--- src/rtl/onehot_to_bin_enc.sv ---
// onehot_to_bin_enc: registered one-hot to binary encoder behind a 2-entry
// valid/ready output buffer, with per-beat illegal-code flag and a
// saturating error counter.
//
// Ports:
//   clk        - clock, all state on rising edge
//   reset      - asynchronous active-low reset
//   valid_i    - input beat valid
//   onehot_i   - one-hot code, sampled on push
//   ready_o    - encoder can accept a beat (buffer not full)
//   valid_o    - buffer head occupied
//   bin_o      - encoded index of buffer head
//   err_o      - buffer head was not exactly one-hot
//   ready_i    - downstream accepts head this cycle
//   clr_cnt_i  - synchronous clear of err_cnt_o (wins over increment)
//   err_cnt_o  - saturating count of accepted illegal beats
module onehot_to_bin_enc #(
    parameter int unsigned ONEHOT_W = 16,
    parameter int unsigned BIN_W    = $clog2(ONEHOT_W),
    parameter int unsigned CNT_W    = 8
) (
    input  logic                clk,
    input  logic                reset,
    input  logic                valid_i,
    input  logic [ONEHOT_W-1:0] onehot_i,
    output logic                ready_o,
    output logic                valid_o,
    output logic [BIN_W-1:0]    bin_o,
    output logic                err_o,
    input  logic                ready_i,
    input  logic                clr_cnt_i,
    output logic [CNT_W-1:0]    err_cnt_o
);

    localparam int unsigned CNT_SLOTS_W = 2;

    // Buffer entry 0 is always the head, so outputs come straight from flops.
    logic [CNT_SLOTS_W-1:0] count_q,    count_d;
    logic [BIN_W-1:0]       head_bin_q, head_bin_d;
    logic                   head_err_q, head_err_d;
    logic [BIN_W-1:0]       tail_bin_q, tail_bin_d;
    logic                   tail_err_q, tail_err_d;
    logic                   valid_q,    valid_d;
    logic                   ready_q,    ready_d;
    logic [CNT_W-1:0]       err_cnt_q,  err_cnt_d;

    logic [BIN_W-1:0]       enc_bin_c;
    logic                   enc_err_c;
    logic                   push_c;
    logic                   pop_c;

    assign push_c = valid_i && ready_q;
    assign pop_c  = valid_q && ready_i;

    // Lowest set bit wins; zero or multi-hot flags an error.
    always_comb begin
        enc_bin_c = '0;
        for (int i = int'(ONEHOT_W) - 1; i >= 0; i--) begin
            if (onehot_i[i]) begin
                enc_bin_c = BIN_W'(i);
            end
        end
        enc_err_c = (onehot_i == '0) ||
                    ((onehot_i & (onehot_i - ONEHOT_W'(1))) != '0);
    end

    // Buffer, flag and counter next-state.
    always_comb begin
        count_d    = count_q;
        head_bin_d = head_bin_q;
        head_err_d = head_err_q;
        tail_bin_d = tail_bin_q;
        tail_err_d = tail_err_q;
        err_cnt_d  = err_cnt_q;

        if (push_c && !pop_c) begin
            if (count_q == CNT_SLOTS_W'(0)) begin
                head_bin_d = enc_bin_c;
                head_err_d = enc_err_c;
            end else begin
                tail_bin_d = enc_bin_c;
                tail_err_d = enc_err_c;
            end
            count_d = count_q + CNT_SLOTS_W'(1);
        end else if (!push_c && pop_c) begin
            // Empty buffer keeps the last popped head on the outputs.
            if (count_q == CNT_SLOTS_W'(2)) begin
                head_bin_d = tail_bin_q;
                head_err_d = tail_err_q;
            end
            count_d = count_q - CNT_SLOTS_W'(1);
        end else if (push_c && pop_c) begin
            if (count_q == CNT_SLOTS_W'(1)) begin
                head_bin_d = enc_bin_c;
                head_err_d = enc_err_c;
            end else begin
                head_bin_d = tail_bin_q;
                head_err_d = tail_err_q;
                tail_bin_d = enc_bin_c;
                tail_err_d = enc_err_c;
            end
        end

        valid_d = (count_d != CNT_SLOTS_W'(0));
        ready_d = (count_d != CNT_SLOTS_W'(2));

        if (clr_cnt_i) begin
            err_cnt_d = '0;
        end else if (push_c && enc_err_c && (err_cnt_q != '1)) begin
            err_cnt_d = err_cnt_q + CNT_W'(1);
        end
    end

    always_ff @(posedge clk or negedge reset) begin
        if (!reset) begin
            count_q    <= '0;
            head_bin_q <= '0;
            head_err_q <= 1'b0;
            tail_bin_q <= '0;
            tail_err_q <= 1'b0;
            valid_q    <= 1'b0;
            ready_q    <= 1'b1;
            err_cnt_q  <= '0;
        end else begin
            count_q    <= count_d;
            head_bin_q <= head_bin_d;
            head_err_q <= head_err_d;
            tail_bin_q <= tail_bin_d;
            tail_err_q <= tail_err_d;
            valid_q    <= valid_d;
            ready_q    <= ready_d;
            err_cnt_q  <= err_cnt_d;
        end
    end

    assign ready_o   = ready_q;
    assign valid_o   = valid_q;
    assign bin_o     = head_bin_q;
    assign err_o     = head_err_q;
    assign err_cnt_o = err_cnt_q;

endmodule

--- config.mk ---
export PLATFORM = sky130hd
export DESIGN_NAME = onehot_to_bin_enc
export DESIGN_NICKNAME = d
export VERILOG_FILES = /design/src/rtl/onehot_to_bin_enc.sv
export SDC_FILE = /design/constraint.sdc
export NUM_CORES = 1
export LEC_CHECK = 0
export ABC_AREA = 1
export BUFFER_PORTS_ARGS = -buffer_cell sky130_fd_sc_hd__buf_4
export CORE_MARGIN = 1
export CORE_UTILIZATION = 45
export DETAILED_ROUTE_END_ITERATION = 12
export PLACE_DENSITY_LB_ADDON = 0.08
export SETUP_SLACK_MARGIN = 0.1
export SYNTH_ARGS = -nofsm -noshare
export SYNTH_HDL_FRONTEND = slang
export SYNTH_SLANG_ARGS = --single-unit
--- constraint.sdc ---
create_clock -name clk -period 4.11 [get_ports clk]
set_input_delay 1.0275 -clock clk [delete_from_list [all_inputs] [get_ports clk]]
set_output_delay 1.0275 -clock clk [all_outputs]
set_load 0.01 [all_outputs]
### After elaboration in Yosys (flattened, before gate mapping)

Cells that the tools add are included.

* logic and storage cells: 83
* output and inout bits: 15
* flip-flop bits (word level): 22
* bits of input ports: 21

* equal/unequal tests: 9
* bitwise logic cells: 1
* multiplexer cells: 42
* reductions and logical operators: 19
* add/subtract/negate cells: 4

Operators by type and width (count)
* $mux W4: 27
* $and A16 B16 Y16: 1
* $logic_not A16 Y1: 1
* $mux W8: 2
* $reduce_bool A16 Y1: 1
* $sub A16 B1 Y16 const B: 1
* $mux W1: 11
* $add A8 B1 Y8 const B: 1
* $ne A2 B2 Y1 const B: 4
* $ne A8 B8 Y1 const B: 1
* $logic_and A1 B1 Y1: 7
* $reduce_bool A2 Y1: 3
* $mux W2: 2
* $reduce_and A4 Y1: 1
* $ne A3 B2 Y1 const B: 1
* $reduce_and A3 Y1: 1
* $reduce_bool A3 Y1: 1
* $add A2 B1 Y2 const B: 1
* $eq A2 B1 Y1 const B: 1
* $eq A2 B2 Y1 const B: 1
* $logic_not A1 Y1: 2
* $logic_not A2 Y1: 1
* $ne A2 B1 Y1 const B: 1
* $sub A2 B1 Y2 const B: 1
* $logic_or A1 B1 Y1: 1

### Logic depth before layout (Yosys ltp)

Gate-level depths: netlist (run 1).

* word-level depth: 20
* depth in mapped cells: 19
* gate-level depth less buffers: 19

### Worst setup path after synthesis (run 1)

Ideal clock, no wire load.

* kind: input -> register
* from: input port onehot_i[5]
* to: register err_cnt_q[2] (netlist: err_cnt_o[2])
* arrival time: 2152 ps
* buffers on the path: 0
* data required time: 3992 ps
* stages on the path: 12
* library setup time: 118 ps
* slack: 1839 ps
* cell sequence: nor2_2 -> nand2_4 -> nor2_8 -> nand2_1 -> nand2_1 -> nor3_2 -> nand4_1 -> nor2_4 -> nor2_4 -> nand2_8 -> nand3_1 -> nand2_1

* cells in the longest elaborated chain, start to end: 7
* elaborated cells on any way between the ends: 8
* those cells by class: add/sub (1); bitwise (1); reduce/logical (6)

Ends and longest elaborated chain
* start, declared: RTL line 25 `input logic [ONEHOT_W-1:0] onehot_i,`
* $sub A16 B1 Y16: RTL line 64 `((onehot_i & (onehot_i - ONEHOT_W'(1))) != '0);`
* $and A16 B16 Y16: RTL line 64
* $reduce_bool A16 Y1: RTL line 64
* $logic_or A1 B1 Y1 *: RTL line 63 `enc_err_c = (onehot_i == '0) ||`
* $logic_and A1 B1 Y1 * (2 in a row): RTL line 109 `end else if (push_c && enc_err_c && (err_cnt_q != '1)) begin`
* $reduce_bool A2 Y1 (no line) *
* end signal, assigned: RTL line 132 `err_cnt_q <= err_cnt_d;`
* end, declared: RTL line 45 `logic [CNT_W-1:0] err_cnt_q, err_cnt_d;`

Every way passes the cells marked *; elsewhere a longest branch is shown, timed or not.
A chain may end at the register's enable or synchronous reset.

### Worst setup path after layout (run 1)

* from: input port onehot_i[1]
* to: register err_cnt_q[6] (netlist: err_cnt_o[6])

Same word-level chain as after synthesis.

==> summary.txt, run 1 <==
Finish
  – Synth-to-layout area growth: 23.6%
  – Multi-input logic area: 870 sq um
  – Most frequent cells in the layout: nand2_1, buf_4, inv_1
  – # fillers: 313
  – Layout cells sized above 1: 22.4%
  – FF/Latch Area: 552 sq um
  – NumNets Final: 280
  – Number of diodes: 0
  – Fin cells: 298
  – Commonest non-fill, non-tap cell in the layout: nand2_1

Drt
  – Vias per cell: 4.87
  – TritonRoute pass-1 iters: 4
  – Routed Antenna Nets: 0
  – # DRC: 0
  – DR iter-0 viols: 110
  – Vias: 1452
  – WL per Instance: 10.6 um
  – WL final: 3150 um

Worst setup path
  – CP Data Arrival Time: 2.52 ns
  – Kind of critical path: input port to flop
  – Worst r2r path cells: 8
  – Worst path required time: 4.36 ns
  – Worst-path cell chain: buf_4 -> nor2_2 -> nand2_2 -> o21ai_0 -> nand2_1 -> nor3_2 -> nand4_1 -> nor2_4 -> nor2_4 -> nand2_8 -> nand3_1 -> nand2_1
  – Critical Path Sink Type: flop
  – CP delay by family, top: simple AND/OR/NAND/NOR gates
  – RR Startpoint: ready_o$_DFF_PN1_
  – Worst Path Max Fanout: 9
  – R2r setup slk: 2.23 ns
  – Slowest-stage cell, CP: o21ai_0
  – CP startpoint kind: input port
  – Crit-path max cell delay: 0.19 ns
  – Worst R2R End: err_o$_DFFE_PN0P_
  – Buffer and inverter count on the worst path: 1

Synth
  – Top cells by area, synth: dfrtp_1, nand2_1, inv_1, nand3_1, nand4_1
  – Area leader, netlist: dfrtp_1
  – Synthesized Nets: 241
  – Register area share after synthesis: 35.6%
  – Mapped Cells: 216
  – Post-synthesis register bit count: 22
  – Syn_area_per_cell: 7.18 sq um
  – Yosys cell types: 29
  – Synthesized area: 1550 sq um
  – Share of the synthesized area in the top cell type: 33.9%
  – Synth Warn #: 0

Placement
  – Gpl congestion: 0.773
  – Pre-CTS setup slack: 1.53 ns
  – DP HPWL: 2370 um
  – PortBufs: 35
  – Placed Cells: 294

Timing
  – Period utilisation layout: 55.1%
  – Tmin final: 2.26 ns
  – Final hold violations: 0
  – Final worst clock skew: 0.00708 ns
  – Final setup fails: 0
  – Relative slew margins: 70.3%
  – TNS Setup: 0 ns
  – Least-Margin Pin Slew: 0.444 ns
  – Final setup margin: 1.85 ns
  – Final number of max-transition violations: 0
  – F_max: 442 MHz
  – Hold Slack: 0.496 ns
  – RSZ-0062 raised after global routing: false

Power and ir drop
  – VDD IR-drop max: 0.000437 V
  – PD cells: 440 nW/um^2
  – Clock share of power: 19.6%
  – Reg power frac: 38.2%
  – Pwr Total: 842 uW
  – Sw frac: 37.0%
  – Net Sw Power: 311 uW
  – Combinational fraction of design power: 42.2%
  – Internal power: 531 uW
  – Leak Pwr: 1.07 nW

Global routing
  – Total grt overflow: 0
  – Met3 GRT Util: 4.48%
  – GRT busiest layer: met2
  – Met1 Track Usage GR: 25.3%
  – Initial antenna violation count: 0
  – Largest net degree at the start of global routing: 23
  – Met2 usage: 30.8%
  – Gr usage total: 18.5%
  – Vias in the first global route: 1258
  – Global-route wire length before repair: 5190 um

Worst hold path
  – Hold path endpoint: tail_bin_q[2]$_DFFE_PN0P_
  – Hold depth: 2
  – Hold Crit Start: tail_bin_q[2]$_DFFE_PN0P_
  – HP Class: flop to flop

Clock network
  – TritonCTS clock tree: done
  – Total CTS buffers: 3
  – Post-CTS Setup Inserts: 0
  – Clock Tree Buf Depth: 2
  – Clock Latency Late Sink: 0.31 ns
  – H-tree level count: 1
  – Clock Tree Root: clkbuf_4
  – Post-CTS Hold Buffers: 0
  – Clk slew on worst S/H paths: 0.13 ns
  – # clock sinks: 22
  – Cts repair resizes: 0

Die
  – Core ar.: 3150 sq um
  – Chip Height: 60.7 um
  – Die area: 3680 sq um
  – Initial core utilization: 49.2%
  – Cell Rows: 20
  – Die extent in x: 60.7 um
  – IO Pins: 36

Run status
  – Outcome: completed

Job
  – Max cap viols: 0
[synth_stat cells (all sizes together)]
| cell type | instances |
|---|---|
| a21boi | 1 |
| a21oi | 11 |
| a31oi | 1 |
| buf | 1 |
| dfrtp | 21 |
| dfstp | 1 |
| ha | 4 |
| inv | 33 |
| nand2 | 69 |
| nand3 | 15 |
| nand4 | 10 |
| nor2 | 19 |
| nor3 | 1 |
| nor3b | 1 |
| o211ai | 1 |
| o21a | 2 |
| o21ai | 14 |
| o31ai | 1 |
| or2 | 3 |
| xnor2 | 1 |
| xor2 | 6 |
[sequential cells by signal, summed over array words and instances, names as in the netlist]
| name | flops |
|---|---|
| bin_o | 4 |
| valid_o | 1 |
| err_o | 1 |
| err_cnt_o | 8 |
| ready_o | 1 |
| count_q | 2 |
| tail_bin_q | 4 |
| tail_err_q | 1 |
[logic make-up after synthesis]
kind of cell               share of synthesized area [%]
DFF                                                 35.6
adders and majority gates                           3.23
AOI/OAI and AO/OA                                   10.9
buffers and inverters                               8.31
xor gates and xnor gates                            3.95
and+or+nand+nor                                     38.0
[cell type report]
class / count / share of cell area, %
multi-input cells: 160 / 45.4
flip-flops and latches: 22 / 28.8
repair buffers: 35 / 13.7
inverters: 33 / 6.47
well taps: 44 / 2.87
clock inverters: 1 / 1.57
clock buffers: 3 / 1.18
[worst min-delay path, stage by stage (launching register included)]
cell     delay [ns]
dfrtp_1        0.36
nand2_1        0.05
nand2_1        0.06
[how the worst max path moves through the flow]
| stage | start | endpoint | slack [ns] | depth (start not counted) |
|---|---|---|---|---|
| after floorplan | onehot_i[5] | err_cnt_o[2]$_DFFE_PN0P_ | 1.84 | 12 |
| after global placement | onehot_i[1] | err_cnt_o[6]$_DFFE_PN0P_ | 1.53 | 12 |
| after detailed placement | onehot_i[1] | err_cnt_o[4]$_DFFE_PN0P_ | 1.53 | 12 |
| after CTS | onehot_i[1] | err_cnt_o[4]$_DFFE_PN0P_ | 1.85 | 12 |
| after global routing | onehot_i[1] | err_cnt_o[6]$_DFFE_PN0P_ | 1.71 | 14 |
| final | onehot_i[1] | err_cnt_o[6]$_DFFE_PN0P_ | 1.85 | 12 |
[metrics by stage]
stage	util (%)	instance area (sq um)
5_1_grt	60.8	1920
2_1_floorplan	-	1550
4_1_cts	60.8	1920
6_report	60.8	1920
3_5_place_dp	59.1	1860
3_3_place_gp	59.1	1860
[layer usage]
| metal | vias to the layer above | wire length (um) |
|---|---|---|
| met3 | 0 | 121 |
| met1 | 650 | 1580 |
| li1 | 773 | - |
| met2 | 29 | 1440 |
| met5 | - | 0 |
| met4 | 0 | 0 |
[power by group through the flow]
| stage | sequential (mW) | clock (mW) | combinational [mW] |
|---|---|---|---|
| floorplan | 0.338 | 0 | 0.214 |
| global placement | 0.326 | 0 | 0.352 |
| detailed placement | 0.326 | 0 | 0.355 |
| CTS | 0.322 | 0.170 | 0.357 |
| global route | 0.329 | 0.181 | 0.401 |
| finish | 0.322 | 0.165 | 0.356 |
No activity file was read; power rests on OpenSTA's default activity.
==> run 2, diff against run 1 <==
==> constraint.sdc (replaced) <==
create_clock -name clk -period 2.06 [get_ports clk]
set_input_delay 0.515 -clock clk [delete_from_list [all_inputs] [get_ports clk]]
set_output_delay 0.515 -clock clk [all_outputs]
set_load 0.01 [all_outputs]
==> run 2 against run 1 <==
  * Power is 87% higher
  * Register-to-register slack worse by 1.9 ns
  * Critical path depth stayed put
  * Largest cell class unchanged
  * Largest power group unchanged
  * Highest routed layer is now met4
==> summary.txt, run 2 (same netlist as run 1, synthesis figures left out) <==
Run status
  – Outcome: completed

Die
  – Chip Height: 60.7 um (unchanged)
  – Cell Rows: 20 (unchanged)
  – Core ar.: 3150 sq um (unchanged)
  – Die extent in x: 60.7 um (unchanged)
  – IO Pins: 36 (unchanged)
  – Initial core utilization: 49.2% (unchanged)
  – Die area: 3680 sq um (unchanged)

Global routing
  – Vias in the first global route: 1343 (+6.8%)
  – Initial antenna violation count: 0 (unchanged)
  – Largest net degree at the start of global routing: 23 (unchanged)
  – Global-route wire length before repair: 5410 um (+4.3%)
  – Total grt overflow: 0 (unchanged)
  – Gr usage total: 19.5% (+0.95 points)

Finish
  – # fillers: 329 (+5.1%)
  – Final instance area: 1930 sq um (+0.59%)
  – Number of diodes: 0 (unchanged)
  – Max reg flops: 8 (unchanged)
  – Most frequent cells in the layout: nand2_1, buf_4, inv_1
  – Synth-to-layout area growth: 24.3%
  – FF/Latch Area: 552 sq um (unchanged)
  – Fin cells: 303 (+1.7%)
  – Layout cells sized above 1: 23.6% (+1.1 points)
  – NumNets Final: 285 (+1.8%)
  – Multi-input logic area: 870 sq um (unchanged)
  – Commonest non-fill, non-tap cell in the layout: nand2_1

Clock network
  – H-tree level count: 1 (unchanged)
  – Cts repair resizes: 0 (unchanged)
  – TritonCTS clock tree: done
  – # clock sinks: 22 (unchanged)
  – Post-CTS Setup Inserts: 0 (unchanged)
  – Post-CTS Hold Buffers: 0 (unchanged)
  – Clock Latency Late Sink: 0.31 ns (about the same)
  – Clock Tree Buf Depth: 2 (unchanged)
  – Clk slew on worst S/H paths: 0.12 ns (about the same)
  – Clock Tree Root: clkbuf_4
  – Total CTS buffers: 3 (unchanged)

Worst setup path
  – Worst path required time: 2.32 ns (-2.04 ns)
  – Kind of critical path: input port to flop
  – RR Startpoint: ready_o$_DFF_PN1_
  – Crit-path max cell delay: 0.19 ns (about the same)
  – Worst-path cell chain: buf_4 -> nor2_2 -> nand2_2 -> o21ai_0 -> nand2_1 -> nor3_2 -> nand4_1 -> nor2_4 -> nor2_4 -> nand2_8 -> nand3_1 -> nand2_1
  – Critical path endpoint: err_cnt_o[3]$_DFFE_PN0P_
  – CP delay by family, top: simple AND/OR/NAND/NOR gates
  – Setup crit start: onehot_i[1]
  – R2r setup slk: 0.36 ns (-1.87 ns)
  – Worst R2R End: bin_o[2]$_DFFE_PN0P_
  – CP startpoint kind: input port
  – CP Data Arrival Time: 2.00 ns (-0.52 ns)
  – Stages on worst setup path: 12 (unchanged)
  – Worst r2r path cells: 8 (unchanged)
  – Buffer and inverter count on the worst path: 1 (unchanged)
  – Slowest-stage cell, CP: o21ai_0
  – Critical Path Sink Type: flop
  – Worst Path Max Fanout: 9 (unchanged)

Drt
  – # DRC: 0 (unchanged)
  – Routed Antenna Nets: 0 (unchanged)
  – WL final: 3120 um (-0.83%)
  – Vias: 1443 (-0.62%)
  – Vias per cell: 4.76 (-2.3%)
  – WL per Instance: 10.3 um (-2.5%)
  – DR iter-0 viols: 112 (+1.8%)
  – TritonRoute pass-1 iters: 4 (unchanged)

Timing
  – Tmin final: 1.74 ns
  – Final worst clock skew: 0.0122 ns (+0.00515 ns)
  – Final number of max-transition violations: 0 (unchanged)
  – Least-Margin Pin Slew: 0.431 ns (-0.0139 ns)
  – Relative slew margins: 71.3% (+0.93 points)
  – Final setup fails: 0 (unchanged)
  – TNS Setup: 0 ns (unchanged)
  – Period utilisation layout: 84.4%
  – RSZ-0062 raised after global routing: false
  – Final hold violations: 0 (unchanged)
  – F_max: 575 MHz

Placement
  – DP Area: 1900 sq um (+2.0%)
  – Placed Cells: 299 (+1.7%)
  – Gpl congestion: 0.790 (+2.2%)
  – DP HPWL: 2490 um (+4.9%)
  – PortBufs: 35 (unchanged)

Power and ir drop
  – Leak Pwr: 1.08 nW (+1.1%)
  – PD cells: 819 nW/um^2 (+86%)
  – Pwr Total: 1.58 mW (+87%)
  – VDD IR-drop max: 0.000852 V (+95%)

Job
  – Max cap viols: 0 (unchanged)

Worst hold path
  – HP Class: input port to asynchronous set/reset pin
run 2: cell types whose count changed in the layout (fill, tap and decap cells not counted):
cell / before / now
bufinv_16: 1 / 0
clkbuf_1: 0 / 1
buf_4: 35 / 40
run 2: power by group:
part           total [mW]  switching, mW  internal [mW]
clock network       0.202          0.127         0.0755
logic               0.729          0.406          0.323
registers           0.646         0.0802          0.566
run 2: cell type report:
| class | instances | share of cell area [%] |
|---|---|---|
| multi-input cells | 160 | 45.1 |
| repair buffers | 40 | 15.6 |
| inverters | 33 | 6.43 |
| well taps | 44 | 2.86 |
| clock buffers | 4 | 1.36 |
| flip-flops and latches | 22 | 28.6 |
run 2: metrics by stage:
stage | hold slack (ns) | util [%] | worst slack [ns]
global placement | 0.420 | 60.3 | 0.00109
finish | 0.0641 | 61.1 | 0.321
CTS | 0.0661 | 61.1 | 0.329
global route | 0.0591 | 61.1 | 0.157
detailed placement | 0.419 | 60.3 | -0.00548
floorplan | 0.219 | - | 0.302
run 2: per-layer routing:
metal | vias up | wire (um) | track usage (%)
li1 | 777 | - | -
met1 | 639 | 1550 | 25.7
met2 | 25 | 1470 | 32.3
met3 | 2 | 100 | 4.48
met4 | 0 | 10 | 4.87
met5 | - | 0 | 0
run 2: how the worst min path moves through the flow:
stage          slack (ns)                       end  depth (start not counted)
3_5_place_dp         0.42  err_cnt_o[4]$_DFFE_PN0P_                          1
4_1_cts              0.07  err_cnt_o[4]$_DFFE_PN0P_                          1
2_1_floorplan        0.22      bin_o[0]$_DFFE_PN0P_                          0
5_1_grt              0.06  err_cnt_o[4]$_DFFE_PN0P_                          1
3_3_place_gp         0.42  err_cnt_o[4]$_DFFE_PN0P_                          1
6_report             0.06  err_cnt_o[3]$_DFFE_PN0P_                          1
run 2: worst reg2reg max path: cells and delay by family (launching register included):
family	cells	cell delay, ns
compound gates	2	0.18
buf+inv	2	0.22
flops	1	0.54
simple gates	4	0.68
